===== src/rtl/seg7_scan_ctrl_pkg.sv =====
// rtl/seg7_scan_ctrl_pkg.sv - shared constants, segment type and hex glyph table
package seg7_pkg;

   localparam int NUM_DIGITS = 8;

   typedef logic [6:0] seg7_t;

   localparam seg7_t      SEG_OFF = 7'h7F;
   localparam logic [7:0] AN_OFF  = 8'hFF;

   // Active-low segments, A on bit 6 down to G on bit 0.
   function automatic seg7_t hex_glyph(input logic [3:0] nibble);
      seg7_t g;
      case (nibble)
         4'h0: g = 7'b0000001;
         4'h1: g = 7'b1001111;
         4'h2: g = 7'b0010010;
         4'h3: g = 7'b0000110;
         4'h4: g = 7'b1001100;
         4'h5: g = 7'b0100100;
         4'h6: g = 7'b0100000;
         4'h7: g = 7'b0001111;
         4'h8: g = 7'b0000000;
         4'h9: g = 7'b0000100;
         4'hA: g = 7'b0001000;
         4'hB: g = 7'b1100000;
         4'hC: g = 7'b0110001;
         4'hD: g = 7'b1000010;
         4'hE: g = 7'b0110000;
         default: g = 7'b0111000;
      endcase
      return g;
   endfunction

endpackage


===== src/rtl/seg7_scan_ctrl_if.sv =====
// rtl/seg7_scan_ctrl_if.sv - valid/ready load port carrying the 32-bit display value
interface seg7_scan_ctrl_if;

   logic        load_valid;
   logic        load_ready;
   logic [31:0] load_data;

   modport master (output load_valid, output load_data, input  load_ready);
   modport slave  (input  load_valid, input  load_data, output load_ready);

endinterface


===== src/rtl/seg7_scan_ctrl_decode.sv =====
// rtl/seg7_scan_ctrl_decode.sv - combinational nibble to active-low segment decoder
module seg7_decode
   import seg7_pkg::*;
(
   input  logic [3:0] i_nibble,
   output seg7_t      o_seg
);

   assign o_seg = hex_glyph(i_nibble);

endmodule


===== src/rtl/seg7_scan_ctrl.sv =====
// rtl/seg7_scan_ctrl.sv - 8-digit seven-segment scan controller with frame-aligned loads
// Optional leading-zero blanking is enabled by defining SEG7_LZ_BLANK_EN.
module seg7_scan_ctrl
   import seg7_pkg::*;
#(
   parameter int REFRESH_DIV = 100000
)
(
   input  logic                 i_clk,
   input  logic                 i_rst_n,
   seg7_scan_ctrl_if.slave      lif,
   input  logic [7:0]           i_dp_in,
   input  logic [7:0]           i_digit_en,
   output seg7_t                o_seg,
   output logic                 o_dp,
   output logic [7:0]           o_an,
   output logic                 o_frame_tick
);

   localparam int CW = (REFRESH_DIV > 2) ? $clog2(REFRESH_DIV) : 1;
   localparam int IW = $clog2(NUM_DIGITS);
   localparam logic [CW-1:0] PCNT_MAX = CW'(REFRESH_DIV - 1);
   localparam logic [IW-1:0] IDX_LAST = IW'(NUM_DIGITS - 1);

   logic [CW-1:0] r_pcnt;
   logic [IW-1:0] r_idx;
   logic [31:0]   r_cur;
   logic [31:0]   r_pend_data;
   logic          r_pend;
   logic          r_blank;

   logic          w_tick;
   logic          w_wrap;
   logic          w_xfer;
   logic [3:0]    w_nibble;
   logic [31:0]   w_upper;
   logic          w_lz_ok;
   logic          w_show;
   logic [7:0]    w_an_sel;
   seg7_t         w_seg;

   assign w_tick   = (r_pcnt == PCNT_MAX);
   assign w_wrap   = w_tick && (r_idx == IDX_LAST);
   assign w_xfer   = lif.load_valid && !r_pend;
   assign w_nibble = r_cur[{r_idx, 2'b00} +: 4];
   assign w_upper  = r_cur >> {r_idx, 2'b00};
   assign w_an_sel = ~(8'd1 << r_idx);

`ifdef SEG7_LZ_BLANK_EN
   assign w_lz_ok  = (r_idx == '0) || (w_upper != 32'd0);
`else
   assign w_lz_ok  = 1'b1;
`endif

   assign w_show          = i_digit_en[r_idx] && w_lz_ok;
   assign lif.load_ready  = !r_pend;

   seg7_decode u_decode (
      .i_nibble (w_nibble),
      .o_seg    (w_seg)
   );

   always_ff @(posedge i_clk or negedge i_rst_n) begin
      if (!i_rst_n) begin
         r_pcnt  <= '0;
         r_idx   <= '0;
         r_blank <= 1'b1;
      end else begin
         r_pcnt  <= w_tick ? '0 : r_pcnt + 1'b1;
         r_idx   <= w_tick ? r_idx + 1'b1 : r_idx;
         r_blank <= w_tick;
      end
   end

   // A value offered on the wrap edge itself skips the pending stage.
   always_ff @(posedge i_clk or negedge i_rst_n) begin
      if (!i_rst_n) begin
         r_cur       <= '0;
         r_pend_data <= '0;
         r_pend      <= 1'b0;
      end else if (w_wrap) begin
         if (r_pend) begin
            r_cur  <= r_pend_data;
            r_pend <= 1'b0;
         end else if (w_xfer) begin
            r_cur  <= lif.load_data;
         end
      end else if (w_xfer) begin
         r_pend_data <= lif.load_data;
         r_pend      <= 1'b1;
      end
   end

   always_ff @(posedge i_clk or negedge i_rst_n) begin
      if (!i_rst_n) begin
         o_an         <= AN_OFF;
         o_seg        <= SEG_OFF;
         o_dp         <= 1'b1;
         o_frame_tick <= 1'b0;
      end else begin
         o_frame_tick <= w_wrap;
         if (r_blank) begin
            o_an  <= AN_OFF;
            o_seg <= SEG_OFF;
            o_dp  <= 1'b1;
         end else begin
            o_an  <= w_show ? w_an_sel : AN_OFF;
            o_seg <= w_seg;
            o_dp  <= !i_dp_in[r_idx];
         end
      end
   end

endmodule


===== src/flat_wrapper.sv =====
// flat-port wrapper written by rule: the top's interface ports become plain ports
module seg7_scan_ctrl_flat import seg7_pkg::*;
#(
   parameter int REFRESH_DIV = 100000
)
  (i_clk, i_rst_n, i_dp_in, i_digit_en, o_seg, o_dp, o_an, o_frame_tick, lif_load_valid, lif_load_data, lif_load_ready);
  seg7_scan_ctrl_if lif_i ();
  input  logic i_clk;
  input  logic i_rst_n;
  input  logic [7:0] i_dp_in;
  input  logic [7:0] i_digit_en;
  output seg7_t o_seg;
  output logic o_dp;
  output logic [7:0] o_an;
  output logic o_frame_tick;
  input wire logic [$bits(lif_i.load_valid)-1:0] lif_load_valid;
  input wire logic [$bits(lif_i.load_data)-1:0] lif_load_data;
  output wire logic [$bits(lif_i.load_ready)-1:0] lif_load_ready;
  assign lif_i.load_valid = lif_load_valid;
  assign lif_i.load_data = lif_load_data;
  assign lif_load_ready = lif_i.load_ready;
  seg7_scan_ctrl #(.REFRESH_DIV(REFRESH_DIV)) u_core (.i_clk(i_clk), .i_rst_n(i_rst_n), .lif(lif_i), .i_dp_in(i_dp_in), .i_digit_en(i_digit_en), .o_seg(o_seg), .o_dp(o_dp), .o_an(o_an), .o_frame_tick(o_frame_tick));
endmodule

===== config.mk =====
export PLATFORM = sky130hd
export DESIGN_NAME = seg7_scan_ctrl_flat
export DESIGN_NICKNAME = d
export VERILOG_FILES = /design/src/rtl/seg7_scan_ctrl_pkg.sv /design/src/rtl/seg7_scan_ctrl_if.sv /design/src/rtl/seg7_scan_ctrl_decode.sv /design/src/rtl/seg7_scan_ctrl.sv /design/src/flat_wrapper.sv
export SDC_FILE = /design/constraint.sdc
export NUM_CORES = 1
export LEC_CHECK = 0
export BUFFER_PORTS_ARGS = -buffer_cell sky130_fd_sc_hd__buf_4
export CAP_MARGIN = 20
export CORE_MARGIN = 2
export CORE_UTILIZATION = 35
export CTS_CLUSTER_DIAMETER = 100
export DETAILED_ROUTE_END_ITERATION = 10
export HOLD_SLACK_MARGIN = 0.08
export PLACE_DENSITY = 0.52
export REMOVE_ABC_BUFFERS = 1
export SETUP_SLACK_MARGIN = 0.5
export SYNTH_ARGS = -nofsm -noshare
export SYNTH_HDL_FRONTEND = slang
export SYNTH_SLANG_ARGS = --single-unit

===== constraint.sdc =====
create_clock -name i_clk -period 7.7 [get_ports i_clk]
set_clock_uncertainty 0.1 [all_clocks]
set_input_delay 1.925 -clock i_clk [delete_from_list [all_inputs] [get_ports i_clk]]
set_output_delay 1.925 -clock i_clk [all_outputs]
set_load 0.02 [all_outputs]

### After elaboration in Yosys (flattened, before gate mapping)

Memory sizes are Yosys's and may differ from the RTL's.
Index checks and enable logic that the tools add are counted.

| storage, ports and cells | value |
|---|---|
| register bits after elaboration | 103 |
| bits in read-only memories | 112 |
| output and inout port bits | 18 |
| logic and storage cells | 41 |
| memories | 1 |

Memories:

| name | depth | bits a word | read ports | clocked after Yosys merged registers in | write ports | RTL line | source |
|---|---|---|---|---|---|---|---|
| (no name shown) | 16 | 7 | 1 | 0 | 0 | seg7_scan_ctrl_pkg.sv:14 | `case (nibble)` |

| cells by class | value |
|---|---|
| add/subtract/negate cells | 2 |
| magnitude comparators | 1 |
| equal/unequal tests | 2 |
| shift operators | 2 |
| multiplexer cells | 13 |
| bitwise logic cells | 2 |
| reduce and logical (&&, ||, !) cells | 8 |

Operator list:

| kind | count |
|---|---|
| $mux 32 | 2 |
| $shiftx 32x6->4 | 1 |
| $add 17x1->17 const B | 1 |
| $eq 17x17->1 const B | 1 |
| $mux 17 | 1 |
| $mux 8 | 2 |
| $not 8->8 | 1 |
| $shl 1x3->8 const A | 1 |
| $mux 7 | 1 |
| $bmux 1 s3 | 2 |
| $mux 1 | 5 |
| $lt 3x4->1 const B | 1 |
| $reduce_and 2->1 | 2 |
| $reduce_bool 2->1 | 2 |
| $add 3x1->3 const B | 1 |
| $eq 3x3->1 const B | 1 |
| $logic_and 1x1->1 | 2 |
| $logic_not 1->1 | 2 |
| $not 1->1 | 1 |

### Depth between registers and ports, before layout

Gate-level depths: netlist (run 1).

| logic depth | value |
|---|---|
| depth in word-level cells | 4 |
| mapped depth | 9 |
| gate-level depth less buffers | 8 |

### Hierarchy

From an unflattened synthesis (run 1), not the netlist that was laid out.

| unflattened totals | value |
|---|---|
| cell total of the unflattened synthesis | 369 |
| area total of the unflattened synthesis | 5167.5 um^2 |

Modules (own cells, without submodules):

| module | instances | cells each | area each (um^2) | seq. area each (um^2) |
|---|---|---|---|---|
| seg7_scan_ctrl | 1 | 336 | 4898.4 | 2598.7 |
| seg7_decode | 1 | 33 | 269.0 | 0.0 |

### Worst setup path before layout (run 1)

No wires, ideal clock.

| path | value |
|---|---|
| path kind | in2reg |
| start point | in i_digit_en[5] |
| end point | reg u_core.o_an[3] |
| library setup time | 61 ps |
| arrival | 2799 ps |
| path slack | 4740 ps |
| stages | 5 |
| cells stage by stage | mux4_1 > and2_1 > nor2_1 > nor2_1 > nand2_1 |

| between the ends | value |
|---|---|
| word-level cells in the longest chain between the ends | 4 |

Ends and longest elaborated chain:

| what | RTL line | source |
|---|---|---|
| start: declaration | flat_wrapper.sv:11 | `input logic [7:0] i_digit_en;` |
| $bmux 1 s3 | seg7_scan_ctrl.sv:55 | `assign w_show = i_digit_en[r_idx] && w_lz_ok;` |
| $mux 1 (not written as such) | seg7_scan_ctrl.sv:55 |  |
| $mux 8 | seg7_scan_ctrl.sv:107 | `o_an <= w_show ? w_an_sel : AN_OFF;` |
| $mux 8 | seg7_scan_ctrl.sv:102 | `if (r_blank) begin` |
| end signal: assignment | seg7_scan_ctrl.sv:107 |  |
| end: declaration | seg7_scan_ctrl.sv:16 | `output logic [7:0] o_an,` |

Every way passes these cells. The select of a mux whose other input is x is not followed.
A chain may end at the register's enable or synchronous reset.

### Worst setup path after layout (run 1)

| path | value |
|---|---|
| start point | reg u_core.r_pend |
| end point | out lif_load_ready |

| between the ends | value |
|---|---|
| word-level cells in the longest chain between the ends | 1 |

Ends and longest elaborated chain:

| what | RTL line | source |
|---|---|---|
| start: declaration | seg7_scan_ctrl.sv:29 | `logic r_pend;` |
| start signal: assignment | seg7_scan_ctrl.sv:80 | `r_pend <= 1'b0;` |
| start signal: assignment | seg7_scan_ctrl.sv:84 | `r_pend <= 1'b0;` |
| start signal: assignment | seg7_scan_ctrl.sv:90 | `r_pend <= 1'b1;` |
| $logic_not 1->1 | seg7_scan_ctrl.sv:56 | `assign lif.load_ready = !r_pend;` |
| end: declaration | flat_wrapper.sv:18 | `output wire logic [$bits(lif_i.load_ready)-1:0] lif_load_ready;` |

Every way passes these cells.

==> reports/results.ini, run 1 <==
[synth]
seq_area_frac_synth_pct=50.8
syn_inst=410
avgSynthCellArea_um2=12.5
synth_edf_count=0
syn_area_um2=5110
synth_cell_types=51
synth_flop_cell=dfrtp_1
synth-async-reset-ratio_pct=100
ys_seq_elements=103
yosysWarnings=0

[critical_path]
path_buf_inv=2
cp_slowest_cell=dfrtp_2
r2r_slack_ns=4.50
criticalPathCategory=reg -> out
crit_family=flip-flops
crit_arrival_ns=1.80
cp_max_fo=34
worstRegToRegCells=8
cp-start-kind=flop
crit_chain=inv_1, buf_4
critPathRequiredTime_ns=5.68
r2r_start=u_core.r_idx[0]
rr_endpoint=u_core.o_seg[3]
cpPeakStageDelay_ns=1.00
worst_setup_path_end_kind=primary output

[grt]
grt_max_degree=65
overflow=0
grt_pass1_wl_um=16800
grt_use_total_pct=13.4
antenna_found_initial=0
grt_pass1_vias=3302

[clocking]
clock_path_buffers=2
cts_resized=0
cts-buffers-inserted=9
hold_buffers=0
postCtsSetupBuffers=0
clkTransAtPathRegs_ns=0.06
htree_num_levels=3
numClockSinks=103
root_buffer=clkbuf_16
clk-insertion-delay-late_ns=0.35
tritoncts=built

[pwr]
peakVddDrop_mv=0.108
p_per_area_nw_per_um2=178
p_leak_nw=3.00

[detailed_routing]
ant_nets=0
wl_per_cell_um=15.2
drtPass1Iterations=4
drt_wl_total_um=9970
num_vias=3197
dr.first_iter.drc_count=173
vias_per_cell=4.87
route.detailed.drc=0

[die]
die_w_um=125
dieHeight_um=125
core_um2=14400
die_area_um2=15600
ios=69
rows=44
start_util_pct=35.5

[timing]
fin_tns_setup_ns=0
clock.fmax_mhz=262
hold_violations=0
rsz0062_at_grt=no
post-route-period-util_pct=49.6
relSlewSlack_pct=33.5
hold_slack_ns=0.376
worst_slew_pin_slew_ns=0.997
drv_slew=0
setup_viol=0
period_needed_ns=3.82

[worst_hold_path]
min_path_type=reg -> reg
hp-start=u_core.r_cur[2]
min_delay_worst_endpoint=u_core.r_cur[2]
hold_depth=2

[finish]
nets=532
areaGrowthSynthToFinish_pct=16.8
layout_commonest_cell=dfrtp_1
layout_common_cells=dfrtp_1, buf_4, nand2_1, mux2i_1, mux2_4
layout-drive-gt1-share_pct=32.3
diodes=0

[outcome]
outcome=finished clean

[placement]
gp_congestion=0.761
place_hpwl_um=6720
io_buffers=68

[run]
max_cap_viol_count=0

==> metal layers <==
metal	global-route usage (%)	vias to the layer above	part of all wire, %
li1	-	1544	-
met1	18.1	1578	47
met2	21.1	61	47
met3	2.58	14	4.0
met4	5.95	0	2.1
met5	0	-	0
==> flip-flops by register name, indices dropped and copies added, names as in the netlist <==
name,cells
u_core.r_pend,1
u_core.r_pend_data,32
u_core.o_frame_tick,1
u_core.o_dp,1
u_core.o_seg,7
u_core.r_idx,3
u_core.o_an,8
u_core.r_blank,1
u_core.r_pcnt,17
u_core.r_cur,32
==> cell usage after synthesis, types with 4 or more instances <==
master	instances	area, um^2
nor3_1	4	20.0
xor2_1	7	61.3
mux2_4	30	450
nand3_1	7	35.0
inv_1	10	37.5
nand2_1	52	195
o21ai_1	13	65.1
dfrtp_1	86	2150
a21oi_1	5	25.0
ha_1	13	163
dfstp_2	17	447
o21ai_0	28	140
mux2_2	4	45.0
mux2i_1	39	390
clkbuf_1	11	41.3
nor2b_1	5	31.3
nand4_1	4	25.0
nor2_1	14	52.6
mux4_2	8	180
and2_1	4	25.0
xnor2_1	7	61.3
==> how the worst max path moves through the flow <==
| stage | start | endpoint | slack (ns) | depth (start not counted) |
|---|---|---|---|---|
| after floorplan | u_core.r_pend | lif_load_ready | 4.02 | 1 |
| after global placement | u_core.r_pend | lif_load_ready | 4.21 | 2 |
| after detailed placement | u_core.r_pend | lif_load_ready | 4.18 | 2 |
| after CTS | u_core.r_pend | lif_load_ready | 3.81 | 2 |
| after global routing | u_core.r_pend | lif_load_ready | 3.76 | 2 |
| final | u_core.r_pend | lif_load_ready | 3.88 | 2 |
==> power by group <==
group / leakage [nW] / switching, mW / internal (mW) / total (mW)
logic: 1.54 / 0.0267 / 0.0420 / 0.0686
registers: 1.33 / 0.00822 / 0.557 / 0.565
clock network: 0.134 / 0.190 / 0.237 / 0.427
total: 3.00 / 0.225 / 0.836 / 1.06
==> through the flow <==
step | worst slack, ns | cells | total power, mW | utilization, % | instance area (um^2)
after floorplan | 4.02 | 388 | 0.604 | - | 4950
after CTS | 3.81 | 657 | 1.08 | 41.4 | 5970
after global placement | 4.21 | 641 | 0.643 | 39.5 | 5700
after global routing | 3.76 | 657 | 1.11 | 41.4 | 5970
final | 3.88 | 657 | 1.06 | 41.4 | 5970
after detailed placement | 4.18 | 641 | 0.645 | 39.5 | 5700
==> tightest hold or removal path, cell delays in order (launching register included) <==
cell and delay [ns]:
dfrtp_1 0.34, nand2_1 0.05, o21ai_0 0.06
==> logic make-up after synthesis <==
kind of cell             share of synthesized area, %
buffers and inverters                            3.94
flip-flops                                       50.8
AO/OA/AOI/OAI                                    6.34
AND/OR/NAND/NOR                                  11.0
multiplexers                                     22.3
adder cells (fa/ha/maj)                          3.18
XOR/XNOR                                         2.40
==> layout make-up <==
class                   count  area (um^2)
well taps                 184          230
fillers                  1418         8450
repair buffers             69          518
inverters                  10         37.5
clock buffers              15          268
clock inverters             1         5.00
flip-flops and latches    103         2600
multi-input cells         275         2310
Note: power is estimated with default switching activity, not from simulation.
==> run 2, diff against run 1 <==
--- a/config.mk
+++ b/config.mk
@@ -12,7 +12,7 @@
 export CTS_CLUSTER_DIAMETER = 100
 export DETAILED_ROUTE_END_ITERATION = 10
 export HOLD_SLACK_MARGIN = 0.08
-export PLACE_DENSITY = 0.52
+export PLACE_DENSITY = 0.54
 export REMOVE_ABC_BUFFERS = 1
 export SETUP_SLACK_MARGIN = 0.5
 export SYNTH_ARGS = -nofsm -noshare
==> constraint.sdc (replaced) <==
create_clock -name i_clk -period 3.2 [get_ports i_clk]
set_clock_uncertainty 0.1 [all_clocks]
set_input_delay 0.8 -clock i_clk [delete_from_list [all_inputs] [get_ports i_clk]]
set_output_delay 0.8 -clock i_clk [all_outputs]
set_load 0.02 [all_outputs]
==> run 2 against run 1 <==
Net effect: clock-buffer cell count shrank 3; sequential share of layout area shrank 0.95 points; clock power grew to 2.6 times the previous value; cell count grew 1.2%; die area is the same; core utilization grew 0.93 points; global-route usage grew 0.57 points; largest cell class unchanged; via count grew 2.6%; critical path depth grew 6.
==> reports/results.ini, run 2 (synthesis gave the netlist of run 1 again) <==
[outcome]
outcome=finished clean

[detailed_routing]
wl_per_cell_um=16.2
wl_met1_um=5300
vias_per_cell=4.93
drt_wl_total_um=10700
dr.first_iter.drc_count=170
drtPass1Iterations=4
route.detailed.drc=0
met3_length_um=400
num_vias=3280
ant_nets=0
highest_layer=met4
met2WireLength_um=4860

[finish]
nets=540
diodes=0
areaGrowthSynthToFinish_pct=19.4
layout_commonest_cell=dfrtp_1
stdcell_count=665
layout-drive-gt1-share_pct=34.5
finish.utilization_pct=42.3
layout_common_cells=dfrtp_1, buf_4, nand2_1, mux2i_1, mux2_4
reg_top3=u_core.r_cur x32, u_core.r_pend_data x32, u_core.r_pcnt x17

[pwr]
p_comb_share_pct=6.5
clock_power_share_pct=42.2
intPower_mw=2.06
p_leak_nw=3.09
peakVddDrop_mv=0.227
p_seq_share_pct=51.3
p_sw_share_pct=22.1
p_per_area_nw_per_um2=434
p_switching_mw=0.586

[die]
start_util_pct=35.5
dieHeight_um=125
die_area_um2=15600
die_w_um=125
rows=44
core_um2=14400
ios=69

[timing]
hold_violations=0
rsz0062_at_grt=yes
period_needed_ns=2.57
worst_slew_pin_slew_ns=0.494
relSlewSlack_pct=66.4
post-route-period-util_pct=80.4
setup_viol=0
clock.fmax_mhz=389
drv_slew=0
fin_tns_setup_ns=0

[run]
max_cap_viol_count=0

[placement]
place_hpwl_um=7250
gp_congestion=0.768
io_buffers=68
dp.cells=647

[grt]
grt_pass1_vias=3481
grt_max_degree=65
grt_pass1_wl_um=17500
grt_use_total_pct=14.0
overflow=0
antenna_found_initial=0

[critical_path]
cpPeakStageDelay_ns=0.61
cp-start-kind=flop
criticalPathCategory=reg -> reg
worst_setup_path_end_kind=flop
cp_max_fo=7
cpMostUsedCell=inv_1
critPathRequiredTime_ns=3.36
crit_arrival_ns=2.73
cp_slowest_cell=mux4_1
crit_chain=mux4_1, mux2i_2, inv_1, ha_1, inv_1, nor3_1, a2111oi_4, a31oi_1

[clocking]
root_buffer=clkbuf_16
postCtsSetupBuffers=0
numClockSinks=103
tritoncts=built
cts-buffers-inserted=9
clock_path_buffers=2
htree_num_levels=3
clk-insertion-delay-late_ns=0.35
clkTransAtPathRegs_ns=0.07

[worst_hold_path]
min_path_type=in -> async

[run 2: changes by cell type in the layout (fill, tap and decap cells not counted), sizes merged]
cell      before  now
buf           69   75
clkbuf        15   12
clkinv         1    3
clkinvlp       0    1
nand3          9   10
nand4b         1    2
[run 2: final cells by class]
cell class	instances	area, um^2
Timing Repair Buffer	75	576
Tap cell	184	230
Multi-Input combinational cell	277	2360
Sequential cell	103	2600
Clock buffer	12	278
Fill cell	1403	8320
Inverter	10	37.5
Clock inverter	4	26.3
[run 2: stage by stage]
step	area (um^2)	hold WS [ns]	setup WS [ns]	power (mW)
2_1_floorplan	4950	0.342	0.435	1.45
3_3_place_gp	5760	0.361	0.626	1.55
3_5_place_dp	5760	0.373	0.542	1.56
4_1_cts	6060	0.328	0.532	2.68
5_1_grt	6110	0.343	0.420	2.77
6_report	6110	0.320	0.627	2.65
[run 2: final timing paths]
check                                   endpoint            start  slack, ns  cells after the start
worst max-delay path             u_core.o_seg[3]  u_core.r_idx[0]       0.63                      8
min in group i_clk               u_core.r_cur[2]  u_core.r_cur[2]       0.39                      2
worst min-delay path            u_core.r_cur[17]          i_rst_n       0.32                      1
worst min register to register   u_core.r_cur[2]  u_core.r_cur[2]       0.39                      2
worst max register to register   u_core.o_seg[3]  u_core.r_idx[0]       0.63                      8
max in group asynchronous         u_core.o_an[5]          i_rst_n       1.99                      2
[run 2: power by group through the flow]
stage               clock (mW)  sequential (mW)  combinational, mW
floorplan                    0             1.38             0.0735
global placement             0             1.38              0.172
detailed placement           0             1.38              0.176
CTS                       1.15             1.36              0.176
global route              1.21             1.36              0.191
finish                    1.12             1.36              0.172
[run 2: critical path, delay by kind of cell, from the launching register on]
family,cells,cell delay (ns)
multiplexers,2,0.91
AO/OA/AOI/OAI,2,0.40
AND/OR/NAND/NOR,1,0.07
adder cells (fa/ha/maj),1,0.24
flip-flops,1,0.52
buffers and inverters,2,0.22
[run 2: what timing repair did]
action                     CTS  global route
resized for setup            0             3
setup endpoints to repair    0            61
hold buffers                 0             0
[run 2: layer usage]
layer	vias up	global-route usage (%)
met3	12	2.96
met1	1624	19.1
met5	-	0
li1	1574	-
met2	70	21.7
met4	0	5.95
